`src/rtl/switch_sequencer.sv`:
```
// Table-driven switch sequencer: plays up to MAX_STEPS {code, dwell} entries per pass,
// repeating a latched number of passes (0 = forever), with abort and a one-cycle done pulse.
module switch_sequencer #(
    parameter int MAX_STEPS = 8,
    parameter int OUT_W     = 2,
    parameter int DWELL_W   = 17,
    parameter int REPEAT_W  = 16,
    localparam int AW       = (MAX_STEPS > 1) ? $clog2(MAX_STEPS) : 1,
    localparam int NW       = $clog2(MAX_STEPS + 1)
) (
    input  logic                clk,
    input  logic                reset,
    input  logic                start,
    input  logic                abort,
    input  logic                cfg_we,
    input  logic [AW-1:0]       cfg_addr,
    input  logic [OUT_W-1:0]    cfg_out,
    input  logic [DWELL_W-1:0]  cfg_dwell,
    input  logic [NW-1:0]       n_steps,
    input  logic [REPEAT_W-1:0] n_repeats,
    output logic [OUT_W-1:0]    out,
    output logic [AW-1:0]       step,
    output logic                step_strobe,
    output logic                busy,
    output logic                done
);

    typedef enum logic [1:0] {
        ST_IDLE = 2'd0,
        ST_RUN  = 2'd1,
        ST_DONE = 2'd2
    } state_t;

    state_t              state_r, state_s;
    logic [OUT_W-1:0]    code_mem_r  [MAX_STEPS];
    logic [DWELL_W-1:0]  dwell_mem_r [MAX_STEPS];

    logic [OUT_W-1:0]    out_r, out_s;
    logic [AW-1:0]       step_r, step_s;
    logic                strobe_r, strobe_s;
    logic                busy_r, busy_s;
    logic                done_r, done_s;
    logic [DWELL_W-1:0]  dwell_cnt_r, dwell_cnt_s;
    logic [NW-1:0]       nsteps_r, nsteps_s;
    logic [REPEAT_W-1:0] nrep_r, nrep_s;
    logic [REPEAT_W-1:0] pass_r, pass_s;

    logic [NW-1:0]       nsteps_clamp_s;
    logic [AW-1:0]       step_inc_s;
    logic                last_step_s;

    // The dwell counter holds remaining cycles minus one, so a dwell of 0 behaves as 1.
    function automatic logic [DWELL_W-1:0] dwell_load(input logic [DWELL_W-1:0] d);
        if (d == {DWELL_W{1'b0}}) begin
            dwell_load = {DWELL_W{1'b0}};
        end else begin
            dwell_load = d - DWELL_W'(1);
        end
    endfunction

    assign step_inc_s  = step_r + AW'(1);
    assign last_step_s = (NW'(step_r) == (nsteps_r - NW'(1)));

    // Schedule table write port; frozen while a sequence is running, untouched by reset.
    always_ff @(posedge clk) begin
        if (cfg_we && (state_r != ST_RUN) && (int'(cfg_addr) < MAX_STEPS)) begin
            code_mem_r[cfg_addr]  <= cfg_out;
            dwell_mem_r[cfg_addr] <= cfg_dwell;
        end
    end

    // Request length clamp to the table depth.
    always_comb begin
        nsteps_clamp_s = n_steps;
        if (n_steps > NW'(MAX_STEPS)) begin
            nsteps_clamp_s = NW'(MAX_STEPS);
        end else begin
            nsteps_clamp_s = n_steps;
        end
    end

    // Next-state and next-output logic; every output is computed here and registered below.
    always_comb begin
        state_s     = state_r;
        out_s       = out_r;
        step_s      = step_r;
        strobe_s    = 1'b0;
        busy_s      = busy_r;
        done_s      = 1'b0;
        dwell_cnt_s = dwell_cnt_r;
        nsteps_s    = nsteps_r;
        nrep_s      = nrep_r;
        pass_s      = pass_r;
        case (state_r)
            ST_IDLE: begin
                out_s       = {OUT_W{1'b0}};
                step_s      = {AW{1'b0}};
                busy_s      = 1'b0;
                dwell_cnt_s = {DWELL_W{1'b0}};
                if (abort) begin
                    state_s = ST_IDLE;
                end else if (start && (n_steps != {NW{1'b0}})) begin
                    state_s     = ST_RUN;
                    nsteps_s    = nsteps_clamp_s;
                    nrep_s      = n_repeats;
                    pass_s      = n_repeats;
                    out_s       = code_mem_r[0];
                    dwell_cnt_s = dwell_load(dwell_mem_r[0]);
                    strobe_s    = 1'b1;
                    busy_s      = 1'b1;
                end else begin
                    state_s = ST_IDLE;
                end
            end
            ST_RUN: begin
                if (abort) begin
                    state_s     = ST_IDLE;
                    out_s       = {OUT_W{1'b0}};
                    step_s      = {AW{1'b0}};
                    busy_s      = 1'b0;
                    dwell_cnt_s = {DWELL_W{1'b0}};
                end else if (dwell_cnt_r != {DWELL_W{1'b0}}) begin
                    dwell_cnt_s = dwell_cnt_r - DWELL_W'(1);
                end else if (!last_step_s) begin
                    step_s      = step_inc_s;
                    out_s       = code_mem_r[step_inc_s];
                    dwell_cnt_s = dwell_load(dwell_mem_r[step_inc_s]);
                    strobe_s    = 1'b1;
                end else if ((nrep_r == {REPEAT_W{1'b0}}) || (pass_r > REPEAT_W'(1))) begin
                    // Wrap with no idle gap; infinite mode never touches the pass counter.
                    step_s      = {AW{1'b0}};
                    out_s       = code_mem_r[0];
                    dwell_cnt_s = dwell_load(dwell_mem_r[0]);
                    strobe_s    = 1'b1;
                    if (nrep_r != {REPEAT_W{1'b0}}) begin
                        pass_s = pass_r - REPEAT_W'(1);
                    end else begin
                        pass_s = pass_r;
                    end
                end else begin
                    state_s     = ST_DONE;
                    out_s       = {OUT_W{1'b0}};
                    step_s      = {AW{1'b0}};
                    busy_s      = 1'b0;
                    done_s      = 1'b1;
                    dwell_cnt_s = {DWELL_W{1'b0}};
                end
            end
            ST_DONE: begin
                state_s = ST_IDLE;
                out_s   = {OUT_W{1'b0}};
                step_s  = {AW{1'b0}};
                busy_s  = 1'b0;
            end
            default: begin
                state_s     = ST_IDLE;
                out_s       = {OUT_W{1'b0}};
                step_s      = {AW{1'b0}};
                busy_s      = 1'b0;
                dwell_cnt_s = {DWELL_W{1'b0}};
            end
        endcase
    end

    // State, counter and output registers with synchronous reset.
    always_ff @(posedge clk) begin
        if (reset) begin
            state_r     <= ST_IDLE;
            out_r       <= {OUT_W{1'b0}};
            step_r      <= {AW{1'b0}};
            strobe_r    <= 1'b0;
            busy_r      <= 1'b0;
            done_r      <= 1'b0;
            dwell_cnt_r <= {DWELL_W{1'b0}};
            nsteps_r    <= {NW{1'b0}};
            nrep_r      <= {REPEAT_W{1'b0}};
            pass_r      <= {REPEAT_W{1'b0}};
        end else begin
            state_r     <= state_s;
            out_r       <= out_s;
            step_r      <= step_s;
            strobe_r    <= strobe_s;
            busy_r      <= busy_s;
            done_r      <= done_s;
            dwell_cnt_r <= dwell_cnt_s;
            nsteps_r    <= nsteps_s;
            nrep_r      <= nrep_s;
            pass_r      <= pass_s;
        end
    end

    assign out         = out_r;
    assign step        = step_r;
    assign step_strobe = strobe_r;
    assign busy        = busy_r;
    assign done        = done_r;

endmodule

```
`config.mk`:
```
export PLATFORM = sky130hd
export DESIGN_NAME = switch_sequencer
export DESIGN_NICKNAME = d
export VERILOG_FILES = /design/src/rtl/switch_sequencer.sv
export SDC_FILE = /design/constraint.sdc
export NUM_CORES = 1
export LEC_CHECK = 0
export CORE_MARGIN = 2
export CORE_UTILIZATION = 45
export DETAILED_ROUTE_END_ITERATION = 12
export PLACE_DENSITY_LB_ADDON = 0.1
export SLEW_MARGIN = 20
export SYNTH_ARGS = -nofsm -noshare
export SYNTH_HDL_FRONTEND = slang
export SYNTH_SLANG_ARGS = --single-unit
```
`constraint.sdc`:
```
create_clock -name clk -period 3.56 [get_ports clk]
set_input_delay 0.712 -clock clk [delete_from_list [all_inputs] [get_ports clk]]
set_output_delay 0.712 -clock clk [all_outputs]
set_load 0.02 [all_outputs]
```
======== Word level (Yosys, flattened, before mapping) ========
Memories as Yosys holds them, arrays and structs flattened.
Cells that the tools add are included.
cells by class
  add/subtract/negate cells ............... 6
  multiply operators ...................... 0
  div/mod/pow operators ................... 0
  order comparisons ....................... 2
  equality and inequality tests ........... 14
  shift-type cells ........................ 0
  mux-type cells .......................... 48
  bitwise gates (word level) .............. 3
  reductions and logical operators ........ 16
operators with widths
  kind                                                             number
  2-to-1 mux 17 bit                                                8
  2-to-1 mux 16 bit                                                7
  one-hot mux 17 bit (3 select lines)                              1
  subtractor 17 x 1 -> 17 bit (second input constant)              3
  zero test 17 bit                                                 2
  one-hot mux 16 bit (2 select lines)                              1
  2-to-1 mux 2 bit                                                 10
  nonzero test 17 bit                                              1
  greater-than comparator 16 x 1 -> 1 bit (second input constant)  1
  zero test 16 bit                                                 1
  nonzero test 16 bit                                              1
  subtractor 16 x 1 -> 16 bit (second input constant)              1
  2-to-1 mux 1 bit                                                 15
  inequality test 2 bit (second input constant)                    7
  inequality test 3 bit (second input constant)                    3
  one-hot mux 2 bit (2 select lines)                               2
  AND reduction 8 bit                                              1
  AND reduction 3 bit                                              2
  OR reduction 5 bit                                               1
  equality test 3 x 4 -> 1 bit                                     1
  greater-than comparator 4 bit (second input constant)            1
  2-to-1 mux 4 bit                                                 1
  one-hot mux 1 bit (2 select lines)                               2
  nonzero test 4 bit                                               1
  12 further kinds                                                 15
word-level totals
  bits in registers ....................... 63
  latch bits .............................. 0
  memory bits (writable) .................. 152
  bits in read-only memories .............. 0
  input port bits ......................... 47
  output and inout bits ................... 8
  memories ................................ 2
memories
  name         words  width  rd ports  clocked after memory_dff  write ports  RTL line  source
  dwell_mem_r  8      17     2         0                         1            36        logic [DWELL_W-1:0] dwell_mem_r [MAX_STEPS];
  code_mem_r   8      2      2         0                         1            35        logic [OUT_W-1:0] code_mem_r [MAX_STEPS];

======== Logic depth before layout (Yosys ltp) ========
An unclocked memory read counts as a cell.
  word-level depth ........................ 8
  gate-level depth with buffers ........... 14
  gate-level depth less buffers ........... 11

======== Least setup slack after synthesis ========
No wires, ideal clock.
  kind .................................... reg2reg
  start ................................... register step_r[1], in the netlist step[1]
  end ..................................... register dwell_cnt_r[16]
  data arrival time ....................... 3.831 ns
  path slack .............................. -0.401 ns
  cell stages (with the launch flop) ...... 15
  path through ............................ dfxtp_1 ha_1 buf_2 buf_2 buf_2 buf_1 mux4_2 mux2i_1 ha_1 inv_1 o32a_1 nor4_1 and3_1 mux2i_1 o31ai_1
between the ends
  longest elaborated chain between the ends .. 8
  elaborated cells between the ends (all ways) .. 10
ends and longest elaborated chain
  element                                                                 RTL line  source
  start, declared                                                         39        logic [AW-1:0] step_r, step_s;
  start signal, assigned                                                  170       step_r <= {AW{1'b0}};
  start signal, assigned                                                  181       step_r <= step_s;
  adder 3 x 1 -> 3 bit                                                    61        assign step_inc_s = step_r + AW'(1);
  memory (8 x 17 bit)                                                     n/a
  subtractor 17 x 1 -> 17 bit / zero test 17 bit (equally long branches)  57, 54
  2-to-1 mux 17 bit                                                       54        if (d == {DWELL_W{1'b0}}) begin
  2-to-1 mux 17 bit (*)                                                   124       end else if (!last_step_s) begin
  2-to-1 mux 17 bit (*)                                                   122       end else if (dwell_cnt_r != {DWELL_W{1'b0}}) begin
  2-to-1 mux 17 bit (*)                                                   116       if (abort) begin
  one-hot mux 17 bit (3 select lines) (*)                                 94        case (state_r)
  end signal, assigned                                                    174       dwell_cnt_r <= {DWELL_W{1'b0}};
  end signal, assigned                                                    185       dwell_cnt_r <= dwell_cnt_s;
  end, declared                                                           43        logic [DWELL_W-1:0] dwell_cnt_r, dwell_cnt_s;
Every way passes the cells marked *; elsewhere a longest branch is shown, timed or not.
A chain may end at the register's enable or synchronous reset.

======== Worst setup path after layout ========
  start ................................... register step_r[1], in the netlist step[1]
  end ..................................... register dwell_cnt_r[12]
The elaborated chain is that of the path after synthesis.

==> key figures <==
Clock network
  – PostCTS Resize Cnt: 0
  – Clock sink total: 215
  – Cts-stage hold buffer count: 0
  – CTS H-tree lvls: 1
  – Post-CTS Setup Bufs: 0
  – Worst-Skew Late Latency: 0.53 ns
  – Cts bufs inserted: 24
  – CTS tree: done
  – Root Driver: clkbuf_16
  – Worst-path clk slew: 0.07 ns
  – CTS Buffer Depth: 3

Place
  – Number of port buffers: 54
  – Dpl hpwl: 19000 um
  – GPL Wtd Cong: 0.909
  – Placed instance count: 1197

Outcome
  – Outcome: finished, final reports clean

Detailed routing
  – DR vias: 7501
  – Vias per Instance: 6.04
  – Initial DRC count: 694
  – Final ANT Viol Nets: 0
  – Drt wl/cell: 21.9 um
  – Drt pass-1 iters: 5
  – # DRC: 0
  – DRT Wirelength: 27200 um

Synthesis
  – Synthesized flop and latch total: 215
  – Top-count cell post-synth: edfxtp_1
  – Area contributors post-synth: edfxtp_1, dfxtp_1, mux2i_1
  – Yosys cell types: 69
  – Mapped Nets: 920
  – Dominant cell type by area after synthesis: edfxtp_1
  – Post-Syn Area: 10300 um2
  – Seq/Total Area, Yosys: 0.564
  – Mean post-synth cell area: 11.9 um2
  – Synth top cells by count: edfxtp_1, nand2_1, dfxtp_1
  – Ys async rst share: 0
  – Post-synth EDFFs: 152
  – Post-Synthesis Cells: 865
  – Warnings from Yosys: 0
  – Top FF cell, synth: edfxtp_1
  – Share of the synthesized area in the top cell type: 0.442

Power and ir drop
  – Comb power frac: 0.110
  – Net switching power: 1.47 mW
  – Sequential share of power: 0.477
  – Final Total Pwr: 5.90 mW
  – Worst VDD drop: 0.476 mV
  – Switch share: 0.250
  – Clk pwr share: 0.413
  – Internal: 4.42 mW
  – Leakage: 3.85 nW
  – Power Dens Cells: 484 nW/um2

Critical path
  – Crit-path cells: ha_4, buf_12, mux4_2, mux2i_1, ha_1, inv_1, o32a_1, nor4b_1, xnor2_1, a21oi_1, o211ai_1
  – Crit path max-delay family: compound AO/OA/AOI/OAI gates
  – Data required time at the worst endpoint: 4.02 ns
  – Startpoint Class: register
  – CP arrival: 3.64 ns
  – Crit path buf inv count: 2
  – Crit path max-delay cell type: o32a_1
  – Critical path endpoint category: register
  – Crit-path max cell delay: 0.45 ns
  – Worst Path Class, Setup: reg -> reg
  – Critical-path maximum fanout: 42

Job
  – Max-cap violation count: 0

Worst hold path
  – Worst hold-check path type: reg -> reg

Floorplan
  – Die Span X: 156 um
  – Die H: 156 um
  – Row Count: 55
  – Starting Density: 0.458
  – Die ar.: 24200 um2
  – I/O pin cnt: 55
  – Core area: 22600 um2

Global route
  – First-pass GRT wire length: 42900 um
  – Vias in the first global route: 7399
  – Total grt overflow: 0
  – Gr usage total: 0.229
  – Largest net degree at the start of global routing: 43
  – Antenna violations before repair: 0

Final layout
  – P&R area growth vs syn: 18.0%
  – Final core occ: 0.540
  – Final net count: 993
  – Layout Cells excl Fill: 1241
  – Antenna diode count: 0
  – Share of layout cells above drive strength 1: 0.124

Timing
  – Max Clock Freq: 314 MHz
  – Slew of the pin with the lowest slew margin: 0.725 ns
  – Relative slew margins: 0.515
  – # setup viols final: 0
  – Final Slew Violations: 0
  – Final Hold Viols: 0
  – Post-route minimum period: 3.19 ns
  – RSZ-0062 raised after global routing: no
  – Final period util: 0.895
  – Post-Route Setup TNS: 0 ns
  – Max Clock Skew: 0.0119 ns
-- per-stage QoR --
| step | hold slack [ns] | area (um2) | setup slack [ns] |
|---|---|---|---|
| global route | 0.489 | 12200 | 0.151 |
| finish | 0.458 | 12200 | 0.373 |
| floorplan | 0.429 | 10300 | 0.00442 |
| CTS | 0.458 | 12200 | 0.366 |
| global placement | 0.441 | 11400 | 0.410 |
| detailed placement | 0.448 | 11400 | 0.391 |
-- placed cells by master (no fill, tap or decap), drive strengths merged, types with 4 or more instances in the layout --
cell	instances
edfxtp	152
nand2	85
dfxtp	63
nor2	58
a21oi	54
clkdlybuf4s50	54
mux2i	50
o21ai	50
nor3	40
buf	36
xnor2	32
clkbuf	30
mux4	29
nand3	24
nor4	21
inv	20
or3	11
xor2	11
o31ai	10
nand4	10
a211oi	10
nand2b	8
a22oi	8
ha	8
nand3b	7
a221oi	7
or4	6
clkinv	6
nor3b	4
-- power groups by stage --
stage	sequential, mW	clock [mW]	combinational (mW)
6_report	2.81	2.43	0.647
5_1_grt	2.82	2.60	0.712
3_3_place_gp	2.86	0	0.634
3_5_place_dp	2.87	0	0.641
4_1_cts	2.81	2.50	0.645
2_1_floorplan	2.84	0	0.408
-- state kept, by name (all words and copies together) (netlist names) --
name         count
code_mem_r      16
dwell_mem_r    136
step_strobe      1
out              2
busy             1
state_r          2
done             1
dwell_cnt_r     17
nrep_r          16
pass_r          16
step             3
nsteps_r         4
-- path summary, 6_finish.rpt --
| check | start | to | slack [ns] | cells after the start |
|---|---|---|---|---|
| max | step[1] | dwell_cnt_r[12] | 0.37 | 11 |
| min | nrep_r[5] | nrep_r[5] | 0.46 | 2 |
| max reg2reg | step[1] | dwell_cnt_r[12] | 0.37 | 11 |
| min reg2reg | nrep_r[5] | nrep_r[5] | 0.46 | 2 |
-- worst min-delay path: stages, from the launching register on --
cell	delay (ns)
dfxtp_1	0.31
nand2_1	0.05
a21oi_1	0.05
-- routing by layer --
metal | part of all wire | GRT usage | vias to the layer above | wire length (um)
met5 | 0 | 0 | - | 0
met4 | 0.025 | 0.0703 | 0 | 686
met3 | 0.061 | 0.0406 | 54 | 1650
met2 | 0.46 | 0.362 | 251 | 12500
met1 | 0.45 | 0.326 | 3716 | 12300
li1 | - | - | 3480 | -
-- logic make-up after synthesis --
| logic type | share of synthesized area |
|---|---|
| simple gates | 0.138 |
| flops | 0.564 |
| compound gates | 0.110 |
| mux | 0.116 |
| buf+inv | 0.0240 |
| xor+xnor | 0.0390 |
| fa+ha+maj | 0.00969 |
-- cell type report --
cell class	instances	area (um2)
tap	285	357
clock buffer	30	623
multi-input combinational	590	4320
clock inverter	14	164
timing repair buffer	90	836
fill	1896	10400
sequential	215	5830
inverter	17	63.8
Power figures use the tool's default switching activity.
